$ cat src/rtl/reg_slice_skid.sv
// rtl/reg_slice_skid.sv - two-entry valid/ready skid register slice with registered o_ready
// Optional upstream protocol checker on o_err is built when REG_SLICE_CHK_EN is defined.
module reg_slice_skid #(
   parameter int DATA_WIDTH = 32
) (
   input  logic                  i_clk,
   input  logic                  i_rst_n,
   input  logic                  i_valid,
   output logic                  o_ready,
   input  logic [DATA_WIDTH-1:0] i_data,
   output logic                  o_valid,
   input  logic                  i_ready,
   output logic [DATA_WIDTH-1:0] o_data,
   output logic                  o_err
);

   typedef enum logic [1:0] {
      ST_EMPTY = 2'd0,
      ST_ONE   = 2'd1,
      ST_TWO   = 2'd2
   } state_t;

   state_t                state_q, state_d;
   logic [DATA_WIDTH-1:0] main_q, main_d;
   logic [DATA_WIDTH-1:0] skid_q, skid_d;
   logic                  ready_q;
   logic                  push, pop;

   assign push    = i_valid & ready_q;
   assign pop     = (state_q != ST_EMPTY) & i_ready;
   assign o_ready = ready_q;
   assign o_valid = (state_q != ST_EMPTY);
   assign o_data  = main_q;

   always_comb begin
      state_d = state_q;
      main_d  = main_q;
      skid_d  = skid_q;
      case (state_q)
         ST_EMPTY: begin
            if (push) begin
               state_d = ST_ONE;
               main_d  = i_data;
            end
         end
         ST_ONE: begin
            if (push && pop) begin
               main_d = i_data;
            end else if (push) begin
               state_d = ST_TWO;
               skid_d  = i_data;
            end else if (pop) begin
               state_d = ST_EMPTY;
            end
         end
         ST_TWO: begin
            // o_ready is low here, so the only possible event is a pop
            if (pop) begin
               state_d = ST_ONE;
               main_d  = skid_q;
            end
         end
         default: state_d = ST_EMPTY;
      endcase
   end

   always_ff @(posedge i_clk or negedge i_rst_n) begin
      if (!i_rst_n) begin
         state_q <= ST_EMPTY;
         main_q  <= '0;
         skid_q  <= '0;
         ready_q <= 1'b0;
      end else begin
         state_q <= state_d;
         main_q  <= main_d;
         skid_q  <= skid_d;
         ready_q <= (state_d != ST_TWO);
      end
   end

`ifdef REG_SLICE_CHK_EN
   logic                  stall_q;
   logic [DATA_WIDTH-1:0] stall_data_q;
   logic                  err_q;
   logic                  err_set;

   // a stalled producer must keep i_valid high and i_data unchanged
   always_comb begin
      err_set = (stall_q && (!i_valid || (i_data != stall_data_q)))
              || (i_valid && $isunknown(i_data));
   end

   always_ff @(posedge i_clk or negedge i_rst_n) begin
      if (!i_rst_n) begin
         stall_q      <= 1'b0;
         stall_data_q <= '0;
         err_q        <= 1'b0;
      end else begin
         stall_q      <= i_valid & ~ready_q;
         stall_data_q <= i_data;
         err_q        <= err_q | err_set;
      end
   end

`ifndef SYNTHESIS
   always @(posedge i_clk) begin
      if (i_rst_n && err_set && !err_q)
         $error("reg_slice_skid: upstream valid/data changed while stalled");
   end
`endif

   assign o_err = err_q;
`else
   assign o_err = 1'b0;
`endif

endmodule

$ cat config.mk
export PLATFORM = sky130hd
export DESIGN_NAME = reg_slice_skid
export DESIGN_NICKNAME = d
export VERILOG_FILES = /design/src/rtl/reg_slice_skid.sv
export SDC_FILE = /design/constraint.sdc
export NUM_CORES = 1
export LEC_CHECK = 0
export BUFFER_PORTS_ARGS = -buffer_cell sky130_fd_sc_hd__buf_2
export CELL_PAD_IN_SITES_DETAIL_PLACEMENT = 0
export CELL_PAD_IN_SITES_GLOBAL_PLACEMENT = 1
export CORE_MARGIN = 2
export CORE_UTILIZATION = 42
export DETAILED_ROUTE_END_ITERATION = 16
export PLACE_DENSITY_LB_ADDON = 0.3
export SKIP_LAST_GASP = 1
export SLEW_MARGIN = 20
export SYNTH_ARGS = -nofsm -noshare
export SYNTH_HDL_FRONTEND = slang
export SYNTH_SLANG_ARGS = --single-unit
$ cat constraint.sdc
create_clock -name i_clk -period 3.49 [get_ports i_clk]
set_clock_uncertainty 0.05 [all_clocks]
set_input_delay 0.349 -clock i_clk [delete_from_list [all_inputs] [get_ports i_clk]]
set_output_delay 0.349 -clock i_clk [all_outputs]
set_load 0.03 [all_outputs]
==> summary by stage <==
Worst setup path
Among cell families on the critical path, the largest total delay comes from simple AND/OR/NAND/NOR gates. The required time at the endpoint of the critical path is 3.65 ns. In this run the worst path has a maximum fanout of 31. The critical path launch point type is a register. STA classifies the critical path endpoint as a register. The worst path arrival time is between 2 and 2.5 ns.

The worst setup path is of the register to register kind. On the worst path, the slowest cell contributes a delay of 0.83 ns. For this design, the slowest cell found on the critical path is nor2b_4. The most numerous cell type found on the critical path is mux2_2. The path length in cells of the critical path is 3. The number of buffer and inverter stages on the critical path is 0.

The number of cells on the worst reg-to-reg path is 3. Walking the worst path, the cells encountered are nor2b_4, mux2_2, mux2_2.

Timing
The number of slew-limit violations in the final report is 0. The final worst hold slack is 0.119 ns. Setup repair after global routing left no endpoint under its margin. The final-layout setup total negative slack is 0 ns. Setup violations remaining at the end of the flow were counted as 0. The smallest clock period supported by the final layout is computed as 2.17 ns. The worst-margin pin slew is 0.964 ns. In the finished design, the share of the clock period the worst path needs comes to 0.621. Derived from the worst setup path, the maximum achievable clock frequency is 461 MHz. After layout, the worst setup slack is roughly 1.3 ns. The hold violation count in the final report was 0. Measured against its own limit, the worst slew margin works out to 0.357.

Drt
The final routed wire length divided by cell count is 14.7 um. The number of vias per cell after detailed routing is 4.81. The routed layout has around 1700 vias. The residual DRC count is 0. The first TritonRoute pass finished after 4 iterations.

The remaining number of nets flagged by the antenna check after routing is 0. Summed over all layers, the routed wires come to 5310 um. In this run, the number of DRC markers left after iteration 0 of detailed routing was 48.

Global routing
In the global route stage, overall resource usage came out at 0.152. The number of antenna violations at the first check in global routing is 0. The first-pass GRT wire length is ~8800 um. The total overflow reported by the global router is 0. The pin count of the biggest net entering global routing is 44. The number of global-route vias before repair is 1812.

Synth
Counting flops and latches in the post-synthesis netlist gives 67. dfrtp_1 takes more of the synthesized area than any other cell. The post-synthesis cell area is about 2900 um^2. After synthesis, the netlist uses 16 different library cells. Sorting the synthesized cells by area gives the leading types as dfrtp_1, mux2_2, buf_4. Of the post-synthesis cell area, the dominant cell type holds 0.569. For this run, the number of Yosys warnings is 0. The share of the Yosys chip area taken by registers is 0.569.

The per-instance average area after synthesis is between 15 and 20 um^2. The cell count after synthesis came out at roughly 190. Counting every net in the synthesized netlist gives 224.

Placed design
The number of placed instances, taps included is 346. Buffers placed on the I/O ports in this run total 69. The routability congestion estimate is between 0.6 and 0.7. Before CTS, the worst setup slack after placement is around 1.3 ns.

The wire-length estimate of the detail-placed layout is 3440 um.

Layout
Once layout is complete, the cells apart from fillers number 362. Compared with the post-synthesis result, the final layout area differs by 21.9%. The antenna cell count is 0. In the final layout, the share of cells above drive strength 1 is 0.695. The final layout net count is 297.

Floorplan
The chip height is 87.7 um. The effective utilization at floorplan is 0.434. The die footprint is 7700 um^2. In this run the standard cell core region covers 6790 um^2. The number of ports placed on the die boundary is between 70 and 80. Row generation in the floorplan step produced 30 rows. The die outline width is 87.7 um.

Clock tree
TritonCTS built the clock tree. The clock sink total is 67. Hold repair after CTS inserted 0 buffers. The root buffer cell chosen for the clock tree is clkbuf_8. Post-CTS repair changed the size of 0 cells.

Counting along the longest clock path gives a buffer depth of 2. Clock-pin slew was measured on the worst setup and hold paths at roughly 0.070 ns. The maximum level of the CTS H-tree is 3. The post-CTS setup buffer count is 0.

The insertion delay of the later-clocked pin in the worst-skew pair is around 0.34 ns. The TritonCTS buffer count is 9.

Power and ir drop
The switching power as a share of total power is 0.360. The leakage power of the design is 0.00159 uW. The logic gate share of total power is 0.396. The internal portion of total power is between 2000 and 2500 uW. The share of total power dissipated in the clock network is 0.203.

Power spread over the standard cell area amounts to around 940 nW/um^2. The sequential group share of total power is 0.401. VDD sags by at most about 0.53 mV. The switching power is 1220 uW.

Run
The max capacitance violation total is 0.

Run status
The run finished with clean final reports.

Worst hold path
The worst hold path belongs to the class input pin to asynchronous set/reset pin.
power groups by stage:
stage               Clock, uW  Combinational, uW  Sequential [uW]
floorplan                   0                642             1720
global placement            0               1340             1360
detailed placement          0               1370             1370
CTS                       708               1360             1370
global route              746               1440             1420
finish                    688               1340             1360
kinds of logic after synthesis:
group	after synthesis	share of synthesized area
buffers and inverters	11	0.0268
DFF	67	0.569
muxes	97	0.370
and+or+nand+nor	9	0.0225
other	1	0.00127
AOI/OAI and AO/OA	3	0.00977
worst reg2reg max path, stage by stage, from the launching register on:
cell     delay, ns
dfrtp_1       0.48
nor2b_4       0.83
mux2_2        0.43
mux2_2        0.26
per-layer routing:
layer  part of all wire  track usage
met5                  0            0
met4              0.011       0.0573
met3              0.044       0.0471
met2               0.48        0.232
met1               0.46        0.205
per-stage QoR:
stage	area (um^2)	power, uW	utilization
after CTS	3590	3440	0.528
after global routing	3590	3610	0.528
final	3590	3390	0.528
after floorplan	2950	2370	-
after detailed placement	3380	2740	0.498
after global placement	3380	2700	0.498
final cells by class:
type / instances / area [um^2]
Tap cell: 96 / 120
Clock inverter: 5 / 77.6
Clock buffer: 11 / 131
Multi-Input combinational cell: 110 / 1210
Inverter: 1 / 3.75
Timing Repair Buffer: 72 / 368
Fill cell: 608 / 3200
Sequential cell: 67 / 1680
path summary, 6_finish.rpt:
kind | slack [ns] | endpoint | startpoint
worst max-delay path | 1.32 | o_data[11]$_DFFE_PN0P_ | state_q[1]$_DFF_PN0_
worst min-delay path | 0.12 | skid_q[19]$_DFFE_PN0P_ | i_rst_n
worst max register to register | 1.32 | o_data[11]$_DFFE_PN0P_ | state_q[1]$_DFF_PN0_
worst min register to register | 0.45 | o_data[9]$_DFFE_PN0P_ | o_data[9]$_DFFE_PN0P_
max in group asynchronous | 2.38 | skid_q[17]$_DFFE_PN0P_ | i_rst_n
min in group i_clk | 0.20 | skid_q[21]$_DFFE_PN0P_ | i_data[21]
cells in the mapped netlist:
| cell | count |
|---|---|
| mux2i_1 | 1 |
| a21o_1 | 1 |
| nor2b_1 | 2 |
| nand4b_1 | 2 |
| conb_1 | 1 |
| nand2b_1 | 1 |
| buf_4 | 10 |
| nor3b_2 | 1 |
| dfrtp_1 | 67 |
| o211ai_2 | 1 |
| inv_1 | 1 |
| nand2_1 | 1 |
| o221ai_1 | 1 |
| mux2_2 | 96 |
| or2_1 | 1 |
| nand3b_1 | 1 |
registers in the layout (all words and copies together), names as in the netlist:
register / count
state_q: 2
o_ready: 1
o_data: 32
skid_q: 32
cells in the final DEF (no fill, tap or decap), drive strengths merged:
cell,count
mux2,96
buf,72
dfrtp,67
clkbuf,11
nand4b,2
bufinv,2
clkinv,2
nor2b,2
nand2,1
or2,1
mux2i,1
nand3b,1
o221ai,1
nand2b,1
a21o,1
inv,1
o211ai,1
nor3b,1
conb,1
clkinvlp,1
Power figures use the tool's default switching activity.
